`src/rtl/stage_pre_if_pkg.sv`:
```
// Shared types and constants for the pre-IF fetch stage.
package stage_pre_if_pkg;

  localparam int               WIDTH        = 32;
  localparam logic [WIDTH-1:0] RESET_PC_DEF = 32'h1c000000;
  localparam logic [1:0]       SZ_WORD      = 2'd2;

  // Outstanding and discard counters are 2 bits wide.
  localparam int               CNT_W        = 2;

  typedef enum logic [1:0] {
    ST_IDLE = 2'd0,
    ST_REQ  = 2'd1,
    ST_WAIT = 2'd2
  } pre_if_state_e;

  // Pending redirect captured while a request waits on addr_ok.
  typedef struct packed {
    logic             valid;
    logic [WIDTH-1:0] pc;
  } br_buf_t;

  // Sequential fetch advance, wrapping at 32 bits.
  function automatic logic [WIDTH-1:0] next_seq_pc(input logic [WIDTH-1:0] pc);
    return pc + 32'd4;
  endfunction

endpackage

```
`src/rtl/pre_if_req_tracker.sv`:
```
// Counts accepted-but-unanswered requests and the responses still to be
// dropped, and filters data_ok so squashed fetches never reach IF.
module pre_if_req_tracker
  import stage_pre_if_pkg::*;
#(
  parameter int MAX_OUTSTANDING = 2
) (
  input  logic             clk,
  input  logic             resetn,
  input  logic             accept,       // request accepted (req && addr_ok)
  input  logic             discard,      // an accepted request was squashed
  input  logic             data_ok,
  output logic [CNT_W-1:0] outstanding,
  output logic [CNT_W-1:0] discard_cnt,
  output logic             can_issue,
  output logic             if_data_ok
);

  localparam logic [CNT_W-1:0] MAX_CNT   = CNT_W'(MAX_OUTSTANDING);
  localparam logic [CNT_W-1:0] CNT_ONE   = CNT_W'(1);
  localparam logic [CNT_W-1:0] DISC_FULL = '1;

  logic             drop;
  logic [CNT_W-1:0] out_nxt;
  logic [CNT_W-1:0] disc_nxt;

  // Responses return in order, so the oldest ones are the squashed ones.
  assign drop       = data_ok && (discard_cnt != '0);
  assign if_data_ok = data_ok && (discard_cnt == '0);

  // A response arriving this cycle frees its slot for a new request.
  assign can_issue  = ((outstanding < MAX_CNT) || data_ok) && (discard_cnt != DISC_FULL);

  // Next outstanding count; simultaneous accept and response cancel out.
  always_comb begin
    out_nxt = outstanding;
    case ({accept, data_ok})
      2'b10:   out_nxt = outstanding + CNT_ONE;
      2'b01:   out_nxt = outstanding - CNT_ONE;
      default: out_nxt = outstanding;
    endcase
  end

  // Next discard count; simultaneous squash and drop cancel out.
  always_comb begin
    disc_nxt = discard_cnt;
    case ({discard, drop})
      2'b10:   disc_nxt = discard_cnt + CNT_ONE;
      2'b01:   disc_nxt = discard_cnt - CNT_ONE;
      default: disc_nxt = discard_cnt;
    endcase
  end

  // Counter registers.
  always_ff @(posedge clk or negedge resetn) begin
    if (!resetn) begin
      outstanding <= '0;
      discard_cnt <= '0;
    end else begin
      outstanding <= out_nxt;
      discard_cnt <= disc_nxt;
    end
  end

endmodule

```
`src/rtl/stage_pre_if.sv`:
```
// Pre-IF stage: owns the fetch PC, issues SRAM-like instruction requests,
// hands accepted fetches to IF and applies EX branch redirects.
module stage_pre_if
  import stage_pre_if_pkg::*;
#(
  parameter logic [WIDTH-1:0] RESET_PC        = RESET_PC_DEF,
  parameter int               MAX_OUTSTANDING = 2
) (
  input  logic             clk,
  input  logic             resetn,
  input  logic             if_allowin,
  input  logic             br_taken,
  input  logic [WIDTH-1:0] br_target,
  output logic             inst_sram_req,
  output logic             inst_sram_wr,
  output logic [1:0]       inst_sram_size,
  output logic [WIDTH-1:0] inst_sram_addr,
  input  logic             inst_sram_addr_ok,
  input  logic             inst_sram_data_ok,
  output logic             pre_if_to_if_valid,
  output logic [WIDTH-1:0] pre_if_pc,
  output logic             if_data_ok
);

  pre_if_state_e    state, state_nxt;
  logic [WIDTH-1:0] fetch_pc;
  br_buf_t          br_buf;
  logic             stale;

  logic             accept;
  logic             handoff;
  logic             discard;
  logic             can_issue;
  logic [CNT_W-1:0] outstanding;
  logic [CNT_W-1:0] discard_cnt;

  assign accept             = (state == ST_REQ) && inst_sram_addr_ok;
  assign pre_if_to_if_valid = (accept || (state == ST_WAIT)) && !stale && !br_taken;
  assign handoff            = pre_if_to_if_valid && if_allowin;

  // An accepted request whose response IF must never see: either it was
  // redirected while waiting on addr_ok, or a branch hits it on/after accept.
  assign discard = (accept && (stale || br_taken)) || ((state == ST_WAIT) && br_taken);

  assign inst_sram_req  = (state == ST_REQ);
  assign inst_sram_wr   = 1'b0;
  assign inst_sram_size = SZ_WORD;
  assign inst_sram_addr = fetch_pc;
  assign pre_if_pc      = fetch_pc;

  pre_if_req_tracker #(
    .MAX_OUTSTANDING (MAX_OUTSTANDING)
  ) u_trk (
    .clk         (clk),
    .resetn      (resetn),
    .accept      (accept),
    .discard     (discard),
    .data_ok     (inst_sram_data_ok),
    .outstanding (outstanding),
    .discard_cnt (discard_cnt),
    .can_issue   (can_issue),
    .if_data_ok  (if_data_ok)
  );

  // State register.
  always_ff @(posedge clk or negedge resetn) begin
    if (!resetn) state <= ST_IDLE;
    else         state <= state_nxt;
  end

  // Next-state logic; a raised req only leaves REQ through addr_ok.
  always_comb begin
    state_nxt = state;
    case (state)
      ST_IDLE: if (can_issue) state_nxt = ST_REQ;
      ST_REQ:  if (inst_sram_addr_ok)
                 state_nxt = (pre_if_to_if_valid && !if_allowin) ? ST_WAIT : ST_IDLE;
      ST_WAIT: if (if_allowin || br_taken) state_nxt = ST_IDLE;
      default: state_nxt = ST_IDLE;
    endcase
  end

  // Fetch PC, redirect buffer and stale flag.
  always_ff @(posedge clk or negedge resetn) begin
    if (!resetn) begin
      fetch_pc <= RESET_PC;
      br_buf   <= '{valid: 1'b0, pc: RESET_PC};
      stale    <= 1'b0;
    end else if (handoff) begin
      fetch_pc     <= br_buf.valid ? br_buf.pc : next_seq_pc(fetch_pc);
      br_buf.valid <= 1'b0;
    end else if (br_taken && ((state != ST_REQ) || inst_sram_addr_ok)) begin
      // IDLE, WAIT, or REQ accepted this cycle: redirect immediately. A
      // stale request accepted alongside a new branch takes the newest target.
      fetch_pc     <= br_target;
      br_buf.valid <= 1'b0;
      stale        <= 1'b0;
    end else if (br_taken) begin
      // REQ still waiting: req/addr must hold, so park the target.
      br_buf <= '{valid: 1'b1, pc: br_target};
      stale  <= 1'b1;
    end else if (accept && stale) begin
      fetch_pc     <= br_buf.pc;
      br_buf.valid <= 1'b0;
      stale        <= 1'b0;
    end
  end

endmodule

```
`config.mk`:
```
export PLATFORM = sky130hd
export DESIGN_NAME = stage_pre_if
export DESIGN_NICKNAME = d
export VERILOG_FILES = /design/src/rtl/stage_pre_if_pkg.sv /design/src/rtl/pre_if_req_tracker.sv /design/src/rtl/stage_pre_if.sv
export SDC_FILE = /design/constraint.sdc
export NUM_CORES = 1
export LEC_CHECK = 0
export CAP_MARGIN = 20
export CELL_PAD_IN_SITES_DETAIL_PLACEMENT = 0
export CELL_PAD_IN_SITES_GLOBAL_PLACEMENT = 1
export CORE_MARGIN = 2
export CORE_UTILIZATION = 34
export DETAILED_ROUTE_END_ITERATION = 8
export GPL_ROUTABILITY_DRIVEN = 0
export PLACE_DENSITY = 0.82
export SLEW_MARGIN = 20
export SYNTH_ARGS = -nofsm -noshare
export SYNTH_HDL_FRONTEND = slang
export SYNTH_SLANG_ARGS = --single-unit
```
`constraint.sdc`:
```
create_clock -name clk -period 1.8 [get_ports clk]
set_input_delay 0.18 -clock clk [delete_from_list [all_inputs] [get_ports clk]]
set_output_delay 0.18 -clock clk [all_outputs]
set_load 0.02 [all_outputs]
```
==> results of run 1 <==
## worst max path at each step
stage / end / slack, ns / depth (start not counted)
after floorplan: inst_sram_addr[29] / -0.01 / 6
after global placement: inst_sram_addr[31] / -0.38 / 7
after detailed placement: inst_sram_addr[11] / -0.45 / 8
after CTS: br_buf[31] / -0.02 / 5
after global routing: inst_sram_addr[29] / -0.11 / 7
final: br_buf[2] / -0.04 / 5
## layer usage
layer / global-route usage / up-vias / part of all wire / wire length (um)
met3: 0.0362 / 32 / 0.060 / 898
met2: 0.325 / 203 / 0.47 / 7050
met4: 0.0920 / 0 / 0.028 / 417
li1: - / 2191 / - / -
met1: 0.269 / 2294 / 0.44 / 6560
met5: 0 / - / 0 / 0
## sequential cells by signal (all words and copies together), names as in the netlist
register,count
br_buf,33
inst_sram_addr,32
stale,1
u_trk.outstanding,2
state,2
u_trk.discard_cnt,2
## cells in the mapped netlist (all sizes together), types with 4 or more instances
| cell type | number | area (um^2) |
|---|---|---|
| clkbuf | 11 | 42.5 |
| o21a | 9 | 67.6 |
| nor2 | 29 | 111 |
| o32a | 6 | 60.1 |
| nand2 | 42 | 160 |
| and3 | 15 | 104 |
| o22ai | 5 | 31.3 |
| dfrtp | 66 | 1650 |
| nand3 | 16 | 80.1 |
| a31oi | 7 | 43.8 |
| o31a | 6 | 52.6 |
| nor4 | 5 | 31.3 |
| a2bb2oi | 5 | 43.8 |
| and4 | 7 | 61.3 |
| inv | 13 | 48.8 |
| mux2 | 24 | 270 |
| a211oi | 6 | 55.1 |
| nor3 | 8 | 51.3 |
| xor2 | 8 | 70.1 |
| o21ai | 41 | 209 |
| a21oi | 33 | 165 |
| o211ai | 5 | 37.5 |
| dfstp | 6 | 158 |
| o31ai | 6 | 45.0 |
| nor3b | 4 | 30.0 |
| xnor2 | 5 | 43.8 |
| and2 | 6 | 37.5 |
| buf | 60 | 417 |
| nand4 | 12 | 75.1 |
## power breakdown
group | internal, mW | switching, mW
logic | 3.57 | 3.41
registers | 2.50 | 0.688
clock network | 1.10 | 0.704
total | 7.17 | 4.81
## worst min-delay path: cells and delay by family
kind,cells,cell delay [ns]
buffers and inverters,3,0.97
## cells by family (layout without fill, tap and decap cells)
logic type | Yosys count | in the layout | synth area share
fa+ha+maj | 3 | 3 | 0.00805
xor+xnor | 13 | 13 | 0.0244
compound gates | 158 | 158 | 0.230
mux | 25 | 25 | 0.0601
buf+inv | 84 | 253 | 0.109
simple gates | 156 | 156 | 0.180
other cells | 2 | 3 | 0.00161
flops | 72 | 72 | 0.388
## repair_timing
| action | 4_1_cts | 5_1_grt |
|---|---|---|
| gates resized for setup | 27 | 55 |
| setup endpoints to repair | 55 | 64 |
| buffers inserted | 4 | 9 |
| hold buffers | 1 | 0 |
| pin swaps | 4 | 21 |
| hold endpoints to repair | 66 | 0 |
## area by class of cell
type / count / area [um^2] / area share
Timing Repair Buffer: 224 / 2070 / 0.293
Inverter: 13 / 48.8 / 0.00691
Sequential cell: 72 / 1820 / 0.258
Tap cell: 176 / 220 / 0.0312
Clock inverter: 4 / 45.0 / 0.00638
Multi-Input combinational cell: 358 / 2610 / 0.370
Clock buffer: 12 / 246 / 0.0349
## through the flow
stage	hold slack (ns)	setup WS (ns)	utilization	area [um^2]
floorplan	-0.116	-0.0137	-	4700
global placement	0.244	-0.380	0.477	6370
detailed placement	0.244	-0.446	0.477	6370
CTS	0.395	-0.0174	0.508	6780
global route	0.418	-0.109	0.529	7060
finish	0.402	-0.0358	0.529	7060
==> parameters.txt, run 1 <==
Parameter                              Value

Synthesis
  Post-synthesis sequential area ratio    0.388
  Gate count of the mapped netlist    513
  Async set-reset flop share out of synthesis    1.00
  Post-synth EDFFs    0
  Synthesis Warnings    0
  Post-synthesis cell type count    70
  Main flop type after synthesis    sky130_fd_sc_hd__dfrtp_1
  Synthesized area divided by synthesized cell count    between 9 and 10 um^2
  Post-synthesis instance area    ~4700 um^2
  Count of state elements after synthesis    a little over 70

Hold path
  Path class of the lowest-slack min-delay path    in2async

Floorplanning
  Effective utilization at floorplan    0.350
  Die Footprint    between 10,000 and 15,000 um^2
  Placeable Area    roughly 13,000 um^2
  Y dimension of the die    121 um
  Count of boundary I/O pins    around 110
  Number of placement rows    42
  Die W    121 um

GRT
  Wire length of the first global-routing pass    around 23 mm
  Number of global-route vias before repair    between 4,000 and 5,000
  All-Layer GR Usage    0.203
  Initial antenna violation count    0
  Final global-route overflow total    0
  Largest net degree at the start of global routing    between 70 and 80

Status
  Status    finished, violations left
  Failing checks    negative setup slack

Timing
  Maximum operating frequency    545 MHz
  Max-slew violation count    0
  Final-report hold violation count    0
  Worst Skew    0.00910 ns
  Minimum setup slack in the final design    -0.0358 ns
  Unrepaired setup endpoints after global routing    yes
  Final critical-path required period    about 1.8 ns
  Part of the cycle the worst path needs    1.02
  TNS Setup    -0.498 ns
  Final Setup Violations    22

Power and ir drop
  Leakage    slightly below 3 nW
  Overall power    12.0 mW
  Maximum resistive drop on vdd    0.00104 V
  PD cells    approximately 1700 nW/um^2

Clocking
  Post-CTS clock slew at the launch and capture registers of the worst setup and hold paths    0.06 ns
  Sinks on Clock Net    72
  Number of buffers between clock root and the deepest sink    2
  TritonCTS Buffers    9
  Clock tree from TritonCTS    done
  Clock Latency Late Sink    around 0.35 ns
  Clk Tree Root Cell    sky130_fd_sc_hd__clkbuf_16
  H-Tree Level Count    3

Placement
  Number of instances in the placed design    just over 800
  Quantity of I/O buffers inserted on ports    ~100
  DP HPWL    between 10 and 15 mm

Worst setup path
  Worst setup path class    reg2reg
  Arrival @ worst endpoint    ~2.1 ns
  Endpoint of the worst-slack reg-to-reg timing path    br_buf[2]
  Category of cells accounting for the largest share of critical-path delay    simple AND/OR/NAND/NOR gates
  Crit-path cells    or3b_4 > buf_6 > nor2_4 > buf_12 > mux2_2
  Buffering stage count on the worst path with inverters included    2
  Worst-path fanout max    20
  FF-to-FF Start    state[0]
  Data required time of the worst path    about 2 ns
  Register-to-register path setup slack    -0.04 ns
  Startpoint type of the worst setup path    register
  Critical path endpoint category    register
  Worst reg2reg path depth    5
  Standard cell with the maximum stage delay on the critical path    sky130_fd_sc_hd__or3b_4
  Highest cell delay on the worst timing path    roughly 0.47 ns
  Critical path launch point    state[0]

Routing
  Detailed-routing iteration count for the pre-antenna-repair pass    5
  DR DRC count    0
  Detailed-route wire length    around 15 mm
  Count of vias placed by the detailed router    between 4,000 and 5,000
  Final antenna-violating net count    0
  Number of violations reported at the end of detailed-routing iteration 0    355
  Routed length per instance    between 15 and 20 um
  Ratio of routed vias to standard cells    about 5.5

Flow run
  Max-capacitance violation count    0

Cells and area
  Share of layout cells above drive strength 1    0.337
  Post-layout instance count excluding filler cells    859
  Highest-count cells in the layout ignoring fill and taps    101 x sky130_fd_sc_hd__buf_4, 95 x sky130_fd_sc_hd__clkdlybuf4s50_1, 55 x sky130_fd_sc_hd__dfrtp_1
  Nets@finish    719
  Antenna cell count    0
  Commonest non-fill, non-tap cell in the layout    sky130_fd_sc_hd__buf_4
  Growth of design area from synthesis to finish    51.4%
  Layout fillers    ~1,200
No activity file was read; power rests on OpenSTA's default activity.
==> inputs of run 2 (changes only) <==
--- a/config.mk
+++ b/config.mk
@@ -8,6 +8,7 @@
 export CAP_MARGIN = 20
 export CELL_PAD_IN_SITES_DETAIL_PLACEMENT = 0
 export CELL_PAD_IN_SITES_GLOBAL_PLACEMENT = 1
+export CORE_ASPECT_RATIO = 2
 export CORE_MARGIN = 2
 export CORE_UTILIZATION = 34
 export DETAILED_ROUTE_END_ITERATION = 8
==> run 2 against run 1 <==
  * Combinational power is 12% higher
  * Global-route usage grew 2.4 points
  * Core utilization is 3.1 points higher
  * Critical path depth increased by 2
  * Worst hold slack got worse by 0.012 ns
  * Final area up 6.5%
  * Register-to-register slack got worse by 0.15 ns
  * Final cell count grew 0.35%
  * The flow still finishes with violations (negative setup slack)
  * Non-clock buffer count rose by 23
  * Die area is 0.39% higher
  * Via count increased by 7.5%
  * Critical endpoint is now inst_sram_addr[19]
  * Clock power up 2%
  * Largest cell class unchanged
==> parameters.txt, run 2 (same netlist as run 1, synthesis figures left out) <==
Parameter                              Value

Routing
  Final antenna-violating net count    0 (unchanged)
  Count of vias placed by the detailed router    5,072 (+7.5%)
  Ratio of routed vias to standard cells    5.88 (+7.1%)
  Number of violations reported at the end of detailed-routing iteration 0    360 (+1.4%)
  Detailed-route wire length    18.4 mm (+24%)
  DR DRC count    0 (unchanged)
  Routed length per instance    21.4 um (+23%)
  Detailed-routing iteration count for the pre-antenna-repair pass    6 (+1)

Status
  Failing checks    negative setup slack
  Status    finished, violations left

Placement
  Instance area after placement    6310 um^2 (-1.0%)
  DP HPWL    12.2 mm (+16%)
  Quantity of I/O buffers inserted on ports    104 (unchanged)
  Number of instances in the placed design    803 (-3.1%)

Worst setup path
  Worst-path fanout max    7 (-65%)
  Endpoint of the worst-slack reg-to-reg timing path    inst_sram_addr[19]
  FF-to-FF Start    state[1]
  Startpoint type of the worst setup path    register
  Category of cells accounting for the largest share of critical-path delay    simple AND/OR/NAND/NOR gates
  Buffering stage count on the worst path with inverters included    2 (unchanged)
  Highest cell delay on the worst timing path    0.46 ns (about the same)
  Data required time of the worst path    2.05 ns (+0.02 ns)
  Crit-path cells    or3b_4 > buf_12 > buf_6 > a21oi_1 > o21ai_4 > and2_1 > a2bb2oi_1
  Critical path endpoint category    register
  Standard cell with the maximum stage delay on the critical path    sky130_fd_sc_hd__or3b_4
  Arrival @ worst endpoint    2.23 ns (+0.17 ns)
  Worst reg2reg path depth    7 (+2)
  Worst setup path class    reg2reg
  Register-to-register path setup slack    -0.18 ns (-0.15 ns)

GRT
  Largest net degree at the start of global routing    73 (unchanged)
  Number of global-route vias before repair    4,960 (+7.3%)
  Final global-route overflow total    0 (unchanged)
  Wire length of the first global-routing pass    25.6 mm (+9.6%)
  Initial antenna violation count    0 (unchanged)
  All-Layer GR Usage    0.227 (+0.0238)

Clocking
  Clk Tree Root Cell    sky130_fd_sc_hd__clkbuf_16
  Clock tree from TritonCTS    done
  Sinks on Clock Net    72 (unchanged)
  Number of buffers between clock root and the deepest sink    2 (unchanged)
  TritonCTS Buffers    9 (unchanged)
  H-Tree Level Count    3 (unchanged)
  Clock Latency Late Sink    0.34 ns (about the same)
  Post-CTS clock slew at the launch and capture registers of the worst setup and hold paths    0.06 ns (about the same)

Timing
  Part of the cycle the worst path needs    1.10 (+0.0807)
  Minimum setup slack in the final design    -0.181 ns (-0.145 ns)
  Final critical-path required period    1.98 ns (+0.145 ns)
  Final hold slack    0.390 ns (-0.0118 ns)
  Max-slew violation count    0 (unchanged)
  Final-report hold violation count    0 (unchanged)
  Final Setup Violations    44 (+100%)
  Maximum operating frequency    505 MHz (-7.3%)
  Unrepaired setup endpoints after global routing    yes
  Worst Skew    0.00787 ns (-0.00124 ns)

Floorplanning
  Effective utilization at floorplan    0.347 (-0.00234)
  Y dimension of the die    170 um (+40%)
  Count of boundary I/O pins    108 (unchanged)
  Die Footprint    14,700 um^2 (+0.39%)
  Die W    86.8 um (-28%)
  Placeable Area    13,400 um^2 (+0.68%)
  Number of placement rows    60 (+43%)

Power and ir drop
  Maximum resistive drop on vdd    0.000980 V (-5.7%)
  Overall power    12.9 mW (+8.1%)
  PD cells    1720 nW/um^2 (+1.5%)
  Leakage    3.16 nW (+6.1%)

Cells and area
  Final instance area    7520 um^2 (+6.5%)
  Highest-count cells in the layout ignoring fill and taps    104 x sky130_fd_sc_hd__buf_4, 97 x sky130_fd_sc_hd__clkdlybuf4s50_1, 51 x sky130_fd_sc_hd__dfrtp_1
  Number of flip-flops in the largest register    33 (unchanged)
  Share of layout cells above drive strength 1    0.372 (+0.0352)
  Growth of design area from synthesis to finish    61.2%
  Commonest non-fill, non-tap cell in the layout    sky130_fd_sc_hd__buf_4
  Antenna cell count    0 (unchanged)
  Nets@finish    743 (+3.3%)
  Final core area utilization    0.560 (+0.0306)
  Post-layout instance count excluding filler cells    862 (+0.35%)
  Register name with the most flops    br_buf

Flow run
  Max-capacitance violation count    0 (unchanged)

Hold path
  Path class of the lowest-slack min-delay path    in2async
## run 2: power by group
group / switching, mW / internal [mW] / total [mW]
clock: 0.707 / 1.15 / 1.85
sequential: 0.755 / 2.50 / 3.26
combinational: 3.84 / 4.00 / 7.84
total: 5.30 / 7.65 / 12.9
## run 2: cell type report
| type | instances | area (um^2) |
|---|---|---|
| clock buffers | 13 | 260 |
| clock inverters | 3 | 40.0 |
| fillers | 1134 | 5910 |
| inverters | 13 | 48.8 |
| multi-input cells | 359 | 2750 |
| flip-flops and latches | 72 | 1830 |
| well taps | 155 | 194 |
| repair buffers | 247 | 2400 |
## run 2: worst reg2reg max path: stages (launching register included)
cell and delay (ns):
sky130_fd_sc_hd__dfrtp_2 0.44, sky130_fd_sc_hd__or3b_4 0.46, sky130_fd_sc_hd__buf_12 0.17, sky130_fd_sc_hd__buf_6 0.12, sky130_fd_sc_hd__a21oi_1 0.29, sky130_fd_sc_hd__o21ai_4 0.12
sky130_fd_sc_hd__and2_1 0.15, sky130_fd_sc_hd__a2bb2oi_1 0.17
## run 2: repair_timing
| item | 4_1_cts | 5_1_grt |
|---|---|---|
| gates cloned | 1 | 8 |
| gates resized for setup | 43 | 96 |
| pin swaps | 19 | 29 |
| endpoints found under the setup margin | 66 | 63 |
| hold buffers | 1 | 0 |
| hold endpoints to repair | 66 | 0 |
| buffers inserted | 18 | 15 |
## run 2: worst max-delay path by stage
stage	startpoint	to	slack (ns)	depth (start not counted)
CTS	state[1]	br_buf[8]	-0.11	5
global route	state[1]	inst_sram_addr[19]	-0.24	8
detailed placement	inst_sram_addr_ok	inst_sram_addr[19]	-0.51	7
finish	state[1]	inst_sram_addr[19]	-0.18	7
global placement	inst_sram_addr_ok	inst_sram_addr[19]	-0.45	7
floorplan	inst_sram_addr[13]	inst_sram_addr[29]	-0.01	6
## run 2: per-stage QoR
| stage | setup TNS (ns) | setup slack [ns] |
|---|---|---|
| finish | -3.89 | -0.181 |
| CTS | -2.35 | -0.106 |
| floorplan | -0.0219 | -0.0137 |
| global placement | -22.68 | -0.449 |
| detailed placement | -25.14 | -0.515 |
| global route | -5.88 | -0.239 |
## run 2: metal layers
layer | part of all wire | global-route usage | up-vias
met1 | 0.33 | 0.222 | 2456
met2 | 0.52 | 0.419 | 268
li1 | - | - | 2239
met3 | 0.051 | 0.0292 | 109
met4 | 0.098 | 0.166 | 0
met5 | 0 | 0 | -
